==> config.mk <==
export PLATFORM = sky130hd
export DESIGN_NAME = game_ghost_sched_flat
export DESIGN_NICKNAME = d
export VERILOG_FILES = /design/src/rtl/game_ghost_sched_if.sv /design/src/rtl/game_ghost_sched.sv /design/src/flat_wrapper.sv
export SDC_FILE = /design/constraint.sdc
export NUM_CORES = 1
export LEC_CHECK = 0
export CAP_MARGIN = 25
export CELL_PAD_IN_SITES_DETAIL_PLACEMENT = 1
export CELL_PAD_IN_SITES_GLOBAL_PLACEMENT = 2
export CORE_UTILIZATION = 30
export CTS_CLUSTER_DIAMETER = 200
export DETAILED_ROUTE_END_ITERATION = 7
export PLACE_DENSITY = 0.84
export SLEW_MARGIN = 20
export SYNTH_ARGS = -nofsm -noshare
export SYNTH_HDL_FRONTEND = slang
export SYNTH_SLANG_ARGS = --single-unit
export TNS_END_PERCENT = 50
==> constraint.sdc <==
create_clock -name clk -period 2.3 [get_ports clk]
set_input_delay 0.46 -clock clk [delete_from_list [all_inputs] [get_ports clk]]
set_output_delay 0.46 -clock clk [all_outputs]
set_load 0.1 [all_outputs]
==> src/rtl/game_ghost_sched_if.sv <==
// Bundle of control inputs and mode outputs shared between collision logic,
// the ghost scheduler and the per-ghost navigation blocks.
interface game_ghost_sched_if #(
  parameter int NGHOSTS = 4,
  parameter int PW      = 3
);
  logic                   tick;
  logic                   start;
  logic                   restart;
  logic                   power_pellet;
  logic [NGHOSTS-1:0]     ghost_eaten;
  logic [NGHOSTS-1:0]     ghost_home;
  logic [1:0]             glob_mode;
  logic [PW-1:0]          phase;
  logic [2*NGHOSTS-1:0]   ghost_mode;
  logic [NGHOSTS-1:0]     reverse;
  logic                   flash;
  logic                   freeze;
  logic [1:0]             eat_count;
  logic [2*NGHOSTS-1:0]   rand_dir;

  modport master (
    output tick, start, restart, power_pellet, ghost_eaten, ghost_home,
    input  glob_mode, phase, ghost_mode, reverse, flash, freeze, eat_count, rand_dir
  );
  modport slave (
    input  tick, start, restart, power_pellet, ghost_eaten, ghost_home,
    output glob_mode, phase, ghost_mode, reverse, flash, freeze, eat_count, rand_dir
  );
endinterface

==> src/rtl/game_ghost_sched.sv <==
// Central scatter/chase/frighten scheduler for all ghosts, with score freeze
// and eat multiplier. Optional random-direction LFSR: GHOST_SCHED_LFSR_EN.
module game_ghost_sched #(
  parameter int NGHOSTS   = 4,
  parameter int TICK_W    = 11,
  parameter int NPHASES   = 7,
  parameter int SCATTER_T = 420,
  parameter int CHASE_T   = 1200,
  parameter int FRGHT_T   = 600,
  parameter int FLASH_T   = 120,
  parameter int SCORE_T   = 60
) (
  input logic               clk,
  input logic               rst,
  game_ghost_sched_if.slave bus
);
  localparam int PW = $clog2(NPHASES+1);
  localparam logic [1:0] NORM = 2'd0, FRGT = 2'd1, SCOR = 2'd2, DEAD = 2'd3;

  typedef enum logic [1:0] {G_START = 2'd0, G_SCATTER = 2'd1, G_CHASE = 2'd2} gstate_e;

  gstate_e                      st_q, st_d;
  logic [PW-1:0]                phase_q, phase_d;
  logic [TICK_W-1:0]            pt_q, pt_d, ft_q, ft_d, zt_q, zt_d, lim;
  logic                         frz_q, frz_d, flash_q, flash_d;
  logic [1:0]                   eat_q, eat_d;
  logic [NGHOSTS-1:0][1:0]      gm_q, gm_d;
  logic [NGHOSTS-1:0]           rev_q, rev_d, norm_m, frgt_m, frgt_nm, eat_hit, eat_oh;
  logic                         pel, last_phase;

  always_comb begin
    for (int i = 0; i < NGHOSTS; i++) begin
      norm_m[i] = (gm_q[i] == NORM);
      frgt_m[i] = (gm_q[i] == FRGT);
    end
  end

  assign pel        = bus.power_pellet && (st_q != G_START) && !frz_q;
  assign lim        = (st_q == G_CHASE) ? TICK_W'(CHASE_T) : TICK_W'(SCATTER_T);
  assign last_phase = (phase_q == PW'(NPHASES));
  assign eat_hit    = bus.ghost_eaten & frgt_m;
  assign eat_oh     = eat_hit & (~eat_hit + NGHOSTS'(1));

  always_comb begin
    st_d    = st_q;
    phase_d = phase_q;
    pt_d    = pt_q;
    ft_d    = ft_q;
    zt_d    = zt_q;
    frz_d   = frz_q;
    eat_d   = eat_q;
    gm_d    = gm_q;
    rev_d   = '0;

    // Phase schedule pauses during fright, freeze and the pellet cycle itself.
    if (st_q == G_START) begin
      if (bus.start) st_d = G_SCATTER;
    end else if (bus.tick && !last_phase && !(|frgt_m) && !frz_q && !pel) begin
      if (pt_q == lim - TICK_W'(1)) begin
        pt_d    = '0;
        phase_d = phase_q + PW'(1);
        st_d    = ((phase_q + PW'(1)) == PW'(NPHASES) || st_q == G_SCATTER) ? G_CHASE : G_SCATTER;
        rev_d   = norm_m;
      end else begin
        pt_d = pt_q + TICK_W'(1);
      end
    end

    if (pel) begin
      ft_d  = TICK_W'(FRGHT_T);
      eat_d = 2'd0;
      for (int i = 0; i < NGHOSTS; i++)
        if (norm_m[i] || frgt_m[i]) begin
          gm_d[i]  = FRGT;
          rev_d[i] = 1'b1;
        end
    end else begin
      if (bus.tick && ft_q != '0 && !frz_q) begin
        ft_d = ft_q - TICK_W'(1);
        if (ft_q == TICK_W'(1))
          for (int i = 0; i < NGHOSTS; i++)
            if (frgt_m[i]) gm_d[i] = NORM;
      end
      if (!frz_q && |eat_oh) begin
        for (int i = 0; i < NGHOSTS; i++)
          if (eat_oh[i]) gm_d[i] = SCOR;
        frz_d = 1'b1;
        zt_d  = TICK_W'(SCORE_T);
        eat_d = (eat_q == 2'd3) ? 2'd3 : eat_q + 2'd1;
      end
    end

    if (frz_q && bus.tick) begin
      zt_d = zt_q - TICK_W'(1);
      if (zt_q == TICK_W'(1)) begin
        frz_d = 1'b0;
        for (int i = 0; i < NGHOSTS; i++)
          if (gm_q[i] == SCOR) gm_d[i] = DEAD;
      end
    end

    for (int i = 0; i < NGHOSTS; i++)
      if (gm_q[i] == DEAD && bus.ghost_home[i]) gm_d[i] = NORM;

    rev_d = rev_d & ~rev_q;

    if (bus.restart) begin
      st_d    = G_START;
      phase_d = '0;
      pt_d    = '0;
      ft_d    = '0;
      zt_d    = '0;
      frz_d   = 1'b0;
      eat_d   = 2'd0;
      gm_d    = '0;
      rev_d   = '0;
    end

    for (int i = 0; i < NGHOSTS; i++) frgt_nm[i] = (gm_d[i] == FRGT);
    flash_d = (ft_d != '0) && (ft_d <= TICK_W'(FLASH_T)) && (|frgt_nm);
  end

  always_ff @(posedge clk or negedge rst) begin
    if (!rst) begin
      st_q    <= G_START;
      phase_q <= '0;
      pt_q    <= '0;
      ft_q    <= '0;
      zt_q    <= '0;
      frz_q   <= 1'b0;
      flash_q <= 1'b0;
      eat_q   <= 2'd0;
      gm_q    <= '0;
      rev_q   <= '0;
    end else begin
      st_q    <= st_d;
      phase_q <= phase_d;
      pt_q    <= pt_d;
      ft_q    <= ft_d;
      zt_q    <= zt_d;
      frz_q   <= frz_d;
      flash_q <= flash_d;
      eat_q   <= eat_d;
      gm_q    <= gm_d;
      rev_q   <= rev_d;
    end
  end

  assign bus.glob_mode  = st_q;
  assign bus.phase      = phase_q;
  assign bus.ghost_mode = gm_q;
  assign bus.reverse    = rev_q;
  assign bus.flash      = flash_q;
  assign bus.freeze     = frz_q;
  assign bus.eat_count  = eat_q;

`ifdef GHOST_SCHED_LFSR_EN
  logic [15:0]          lfsr_q;
  logic [2*NGHOSTS-1:0] rd;

  always_ff @(posedge clk or negedge rst) begin
    if (!rst)             lfsr_q <= 16'hACE1;
    else if (bus.restart) lfsr_q <= 16'hACE1;
    else if (bus.tick)    lfsr_q <= {lfsr_q[14:0], lfsr_q[15] ^ lfsr_q[13] ^ lfsr_q[12] ^ lfsr_q[10]};
  end

  always_comb begin
    rd = '0;
    for (int i = 0; i < NGHOSTS; i++) rd[2*i +: 2] = lfsr_q[(2*i) % 16 +: 2];
  end
  assign bus.rand_dir = rd;
`else
  assign bus.rand_dir = '0;
`endif
endmodule

==> src/flat_wrapper.sv <==
// flat-port wrapper written by rule: the top's interface ports become plain ports
module game_ghost_sched_flat 
#(
  parameter int NGHOSTS   = 4,
  parameter int TICK_W    = 11,
  parameter int NPHASES   = 7,
  parameter int SCATTER_T = 420,
  parameter int CHASE_T   = 1200,
  parameter int FRGHT_T   = 600,
  parameter int FLASH_T   = 120,
  parameter int SCORE_T   = 60
)
  (clk, rst, bus_tick, bus_start, bus_restart, bus_power_pellet, bus_ghost_eaten, bus_ghost_home, bus_glob_mode, bus_phase, bus_ghost_mode, bus_reverse, bus_flash, bus_freeze, bus_eat_count, bus_rand_dir);
  game_ghost_sched_if #(.NGHOSTS(NGHOSTS), .PW(3)) bus_i ();
  input logic clk;
  input logic rst;
  input wire logic [$bits(bus_i.tick)-1:0] bus_tick;
  input wire logic [$bits(bus_i.start)-1:0] bus_start;
  input wire logic [$bits(bus_i.restart)-1:0] bus_restart;
  input wire logic [$bits(bus_i.power_pellet)-1:0] bus_power_pellet;
  input wire logic [$bits(bus_i.ghost_eaten)-1:0] bus_ghost_eaten;
  input wire logic [$bits(bus_i.ghost_home)-1:0] bus_ghost_home;
  output wire logic [$bits(bus_i.glob_mode)-1:0] bus_glob_mode;
  output wire logic [$bits(bus_i.phase)-1:0] bus_phase;
  output wire logic [$bits(bus_i.ghost_mode)-1:0] bus_ghost_mode;
  output wire logic [$bits(bus_i.reverse)-1:0] bus_reverse;
  output wire logic [$bits(bus_i.flash)-1:0] bus_flash;
  output wire logic [$bits(bus_i.freeze)-1:0] bus_freeze;
  output wire logic [$bits(bus_i.eat_count)-1:0] bus_eat_count;
  output wire logic [$bits(bus_i.rand_dir)-1:0] bus_rand_dir;
  assign bus_i.tick = bus_tick;
  assign bus_i.start = bus_start;
  assign bus_i.restart = bus_restart;
  assign bus_i.power_pellet = bus_power_pellet;
  assign bus_i.ghost_eaten = bus_ghost_eaten;
  assign bus_i.ghost_home = bus_ghost_home;
  assign bus_glob_mode = bus_i.glob_mode;
  assign bus_phase = bus_i.phase;
  assign bus_ghost_mode = bus_i.ghost_mode;
  assign bus_reverse = bus_i.reverse;
  assign bus_flash = bus_i.flash;
  assign bus_freeze = bus_i.freeze;
  assign bus_eat_count = bus_i.eat_count;
  assign bus_rand_dir = bus_i.rand_dir;
  game_ghost_sched #(.NGHOSTS(NGHOSTS), .TICK_W(TICK_W), .NPHASES(NPHASES), .SCATTER_T(SCATTER_T), .CHASE_T(CHASE_T), .FRGHT_T(FRGHT_T), .FLASH_T(FLASH_T), .SCORE_T(SCORE_T)) u_core (.clk(clk), .rst(rst), .bus(bus_i));
endmodule
==> results.txt <==
----------------------------------------------------
[Detailed routing]
  DRC errors left ... 0
  WL per Instance ... 15.56 um
  Antenna-violating nets left ... 0
  Final wirelength ... 9334 um
  Via total after detailed routing ... 3,080
  Ratio of routed vias to standard cells ... 5.133
  Detailed Routing Iterations Pass 1 ... 4
  Violation count after the first detailed-route iteration ... 81

[Layout]
  Multi-input logic area ... 1815 sq um
  Area growth syn-to-layout ... 37.91%
  Area used by sequential logic in the layout ... 1373 sq um
  Ratio of cells with drive above 1 in the final layout ... 0.3384
  Fillers ... 1,232
  Number of nets in the finished design ... 485
  Number of diodes added for antenna fixing ... 0

[Status]
  Outcome ... complete, but fails checks
  Violations in the final reports ... setup timing

[Global route]
  Via count of the first global-routing pass ... 3,276
  Largest net degree at the start of global routing ... 32
  Global-route usage over all layers ... 0.1746
  Global-route wire length before repair ... 15,560 um
  Initial antenna violation count ... 0
  Global route total overflow ... 0

[Yosys]
  Ranking of synthesized cells by area ... sky130_fd_sc_hd__dfrtp_1 43%, sky130_fd_sc_hd__nand2_1 4.3%, sky130_fd_sc_hd__nor2_1 4.3%
  #FFs+latches synth ... 54
  Post-synth EDFFs ... 0
  Share of synthesized area occupied by flip-flops and latches ... 0.4260
  Distinct cells, synth ... 60
  Dominant synthesized flop cell ... sky130_fd_sc_hd__dfrtp_1
  Mean instance size in the synthesized netlist ... 8.835 sq um
  Async set-reset flop share out of synthesis ... 1.000
  Most common cell in the netlist ... sky130_fd_sc_hd__dfrtp_1
  Post-synthesis instance area ... 3172 sq um
  Total of warnings raised by yosys ... 0
  Number of instances in the synthesized netlist ... 359
  Most instantiated cells after synthesis ... 54 x sky130_fd_sc_hd__dfrtp_1, 36 x sky130_fd_sc_hd__nand2_1, 36 x sky130_fd_sc_hd__nor2_1
  Area share of the largest cell type after synthesis ... 0.4260
  Post-synth top area cell ... sky130_fd_sc_hd__dfrtp_1

[Power and ir drop]
  PD cells ... 1283 nW/um^2
  Static leakage power ... 1.979 nW
  Worst ir drop on vdd ... 0.5815 mV

[Die]
  I/O pin count ... 43
  Num rows ... 37
  DIE WIDTH ... 104.8 um
  Die Height ... 104.8 um
  Floorplan core area ... 10,280 sq um
  Effective utilization at floorplan ... 0.3086
  Total die area ... 10,990 sq um

[Clock tree]
  CTS tree ... built
  CTS Root Buffer Type ... sky130_fd_sc_hd__clkbuf_8
  Maximum level of the CTS H-tree ... 2
  Total clock buffers created by CTS ... 5
  Clock-pin slew reported for the worst setup and hold paths after clock tree synthesis ... 0.10 ns
  Clk Latency, worst-skew pair ... 0.32 ns
  Clock sink count ... 54
  Clock Path Buffers ... 2

[Timing]
  Worst Setup Slack, final ... -0.1115 ns
  Relative slew slack ... 0.6040
  Unrepaired setup endpoints after global routing ... yes
  Top achievable clock speed ... 414.7 MHz
  Total Negative Setup Slacks ... -0.3040 ns
  # setup viols final ... 5
  Final worst clock skew ... 0.01582 ns
  Slew at the pin closest to its max-slew limit ... 0.5895 ns
  Worst hold slack ... 0.1235 ns
  Shortest period the worst path allows ... 2.411 ns
  Pins Over Slew Limit ... 0
  Period Utilization, post-route ... 1.048
  Final Hold Vio Count ... 0

[Critical path]
  Critical path arrival ... 2.61 ns
  Critical path launch point type ... flip-flop
  Required time at the endpoint of the critical path ... 2.50 ns
  Path depth of the worst reg2reg path ... 7
  Setup slack, reg-to-reg ... -0.11 ns
  Reg-to-Reg Start ... u_core.ft_q[7]
  CP endpoint kind ... flip-flop
  Critical setup path kind ... reg -> reg
  Maximum fanout count along the critical path ... 4
  Reg2Reg Capture Point ... u_core.bus.flash
  Critical path origin ... u_core.ft_q[7]

[Place]
  Global placement routability congestion ... 0.8159
  Count of port buffers added during placement ... 34
  Estimated wirelength of the detail-placed design ... 7128 um

[Min path]
  Tightest Hold Check Type ... in -> async

[Flow run]
  Max Cap Viol ... 0

----------------------------------------------------
## timing repair
item | 4_1_cts | 5_1_grt
pin swaps | 3 | 4
setup endpoints to repair | 14 | 17
setup buffers | 0 | 3
hold buffers | 0 | 0
resized for setup | 12 | 25
## layer usage
layer  GRT usage  routed length [um]
met1      0.2186                4277
met5           0                   0
met3     0.02246                 164
met2      0.3065                4705
met4     0.06338                 188
## stage by stage
step | std cells | worst slack, ns | total power, mW | instance area, sq um | utilization
after detailed placement | 589 | -0.3600 | 4.828 | 4108 | 0.3997
after floorplan | 366 | -0.4131 | 3.599 | 3236 | -
after global routing | 600 | -0.1584 | 5.980 | 4374 | 0.4256
after global placement | 589 | -0.2942 | 4.742 | 4108 | 0.3997
final | 600 | -0.1115 | 5.612 | 4374 | 0.4256
after CTS | 597 | -0.1099 | 5.488 | 4243 | 0.4128
## worst max-delay path: stages (launching register included)
cell and delay [ns]:
sky130_fd_sc_hd__dfrtp_1 0.39, sky130_fd_sc_hd__or4_4 0.57, sky130_fd_sc_hd__or3_4 0.39, sky130_fd_sc_hd__or3_4 0.39, sky130_fd_sc_hd__a21oi_2 0.13, sky130_fd_sc_hd__o32a_1 0.17, sky130_fd_sc_hd__o221a_2 0.20, sky130_fd_sc_hd__nor4_1 0.05
## cells in the final DEF, fill, tap and decap left out, types with 4 or more instances in the layout
| cell type | synthesis | routed |
|---|---|---|
| sky130_fd_sc_hd__nor2_1 | 36 | 36 |
| sky130_fd_sc_hd__nand2b_1 | 4 | 4 |
| sky130_fd_sc_hd__clkbuf_8 | 0 | 5 |
| sky130_fd_sc_hd__o21ai_1 | 2 | 4 |
| sky130_fd_sc_hd__buf_4 | 8 | 96 |
| sky130_fd_sc_hd__conb_1 | 1 | 8 |
| sky130_fd_sc_hd__a21oi_1 | 26 | 20 |
| sky130_fd_sc_hd__and2_1 | 5 | 5 |
| sky130_fd_sc_hd__inv_1 | 18 | 17 |
| sky130_fd_sc_hd__or3_4 | 1 | 5 |
| sky130_fd_sc_hd__o21ai_0 | 24 | 22 |
| sky130_fd_sc_hd__xor2_1 | 6 | 6 |
| sky130_fd_sc_hd__a21oi_2 | 0 | 5 |
| sky130_fd_sc_hd__ha_1 | 8 | 8 |
| sky130_fd_sc_hd__xnor2_1 | 6 | 6 |
| sky130_fd_sc_hd__nand2_1 | 36 | 32 |
| sky130_fd_sc_hd__nor3_1 | 15 | 13 |
| sky130_fd_sc_hd__dfrtp_1 | 54 | 41 |
| sky130_fd_sc_hd__nand3_1 | 6 | 6 |
| sky130_fd_sc_hd__dfrtp_2 | 0 | 11 |
| sky130_fd_sc_hd__nor2b_1 | 6 | 6 |
| sky130_fd_sc_hd__clkdlybuf4s50_1 | 0 | 12 |
| sky130_fd_sc_hd__a31oi_1 | 5 | 5 |
| sky130_fd_sc_hd__or3_1 | 8 | 4 |
| sky130_fd_sc_hd__nor4_1 | 6 | 5 |
| sky130_fd_sc_hd__nand3b_1 | 6 | 6 |
## cell type report
cell class              instances  share of cell area
multi-input cells             274              0.4150
flip-flops and latches         54              0.3138
repair buffers                110              0.1959
well taps                     136             0.03890
clock buffers                   5             0.01573
inverters                      18             0.01545
clock inverters                 3            0.005149
## registers in the layout, summed over array words and instances (netlist names), 2 cells and up
signal                 cells
u_core.bus.ghost_mode      8
u_core.bus.reverse         4
u_core.pt_q               11
u_core.zt_q               11
u_core.ft_q               11
u_core.bus.glob_mode       2
u_core.bus.phase           3
u_core.bus.eat_count       2
## where the power goes
part | internal (mW) | switching, mW | total [mW]
combinational | 1.47 | 2.14 | 3.62
clock | 0.221 | 0.342 | 0.563
sequential | 1.20 | 0.237 | 1.43
## kinds of logic (layout without fill, tap and decap cells)
kind of cell | after synthesis | after routing | synth area share
compound gates | 91 | 91 | 0.1866
xor+xnor | 12 | 12 | 0.03314
fa+ha+maj | 8 | 8 | 0.03156
buf+inv | 38 | 136 | 0.05799
flops | 54 | 54 | 0.4260
mux | 3 | 3 | 0.009862
other cells | 1 | 8 | 0.001182
simple gates | 152 | 152 | 0.2537
## worst max path at each step
stage,endpoint,cells past startpoint,slack [ns]
finish,u_core.bus.flash,7,-0.11
global route,u_core.bus.flash,7,-0.16
CTS,u_core.bus.flash,7,-0.11
detailed placement,u_core.bus.flash,8,-0.36
global placement,u_core.bus.flash,8,-0.29
floorplan,u_core.pt_q[9],7,-0.41
Power figures use the tool's default switching activity.
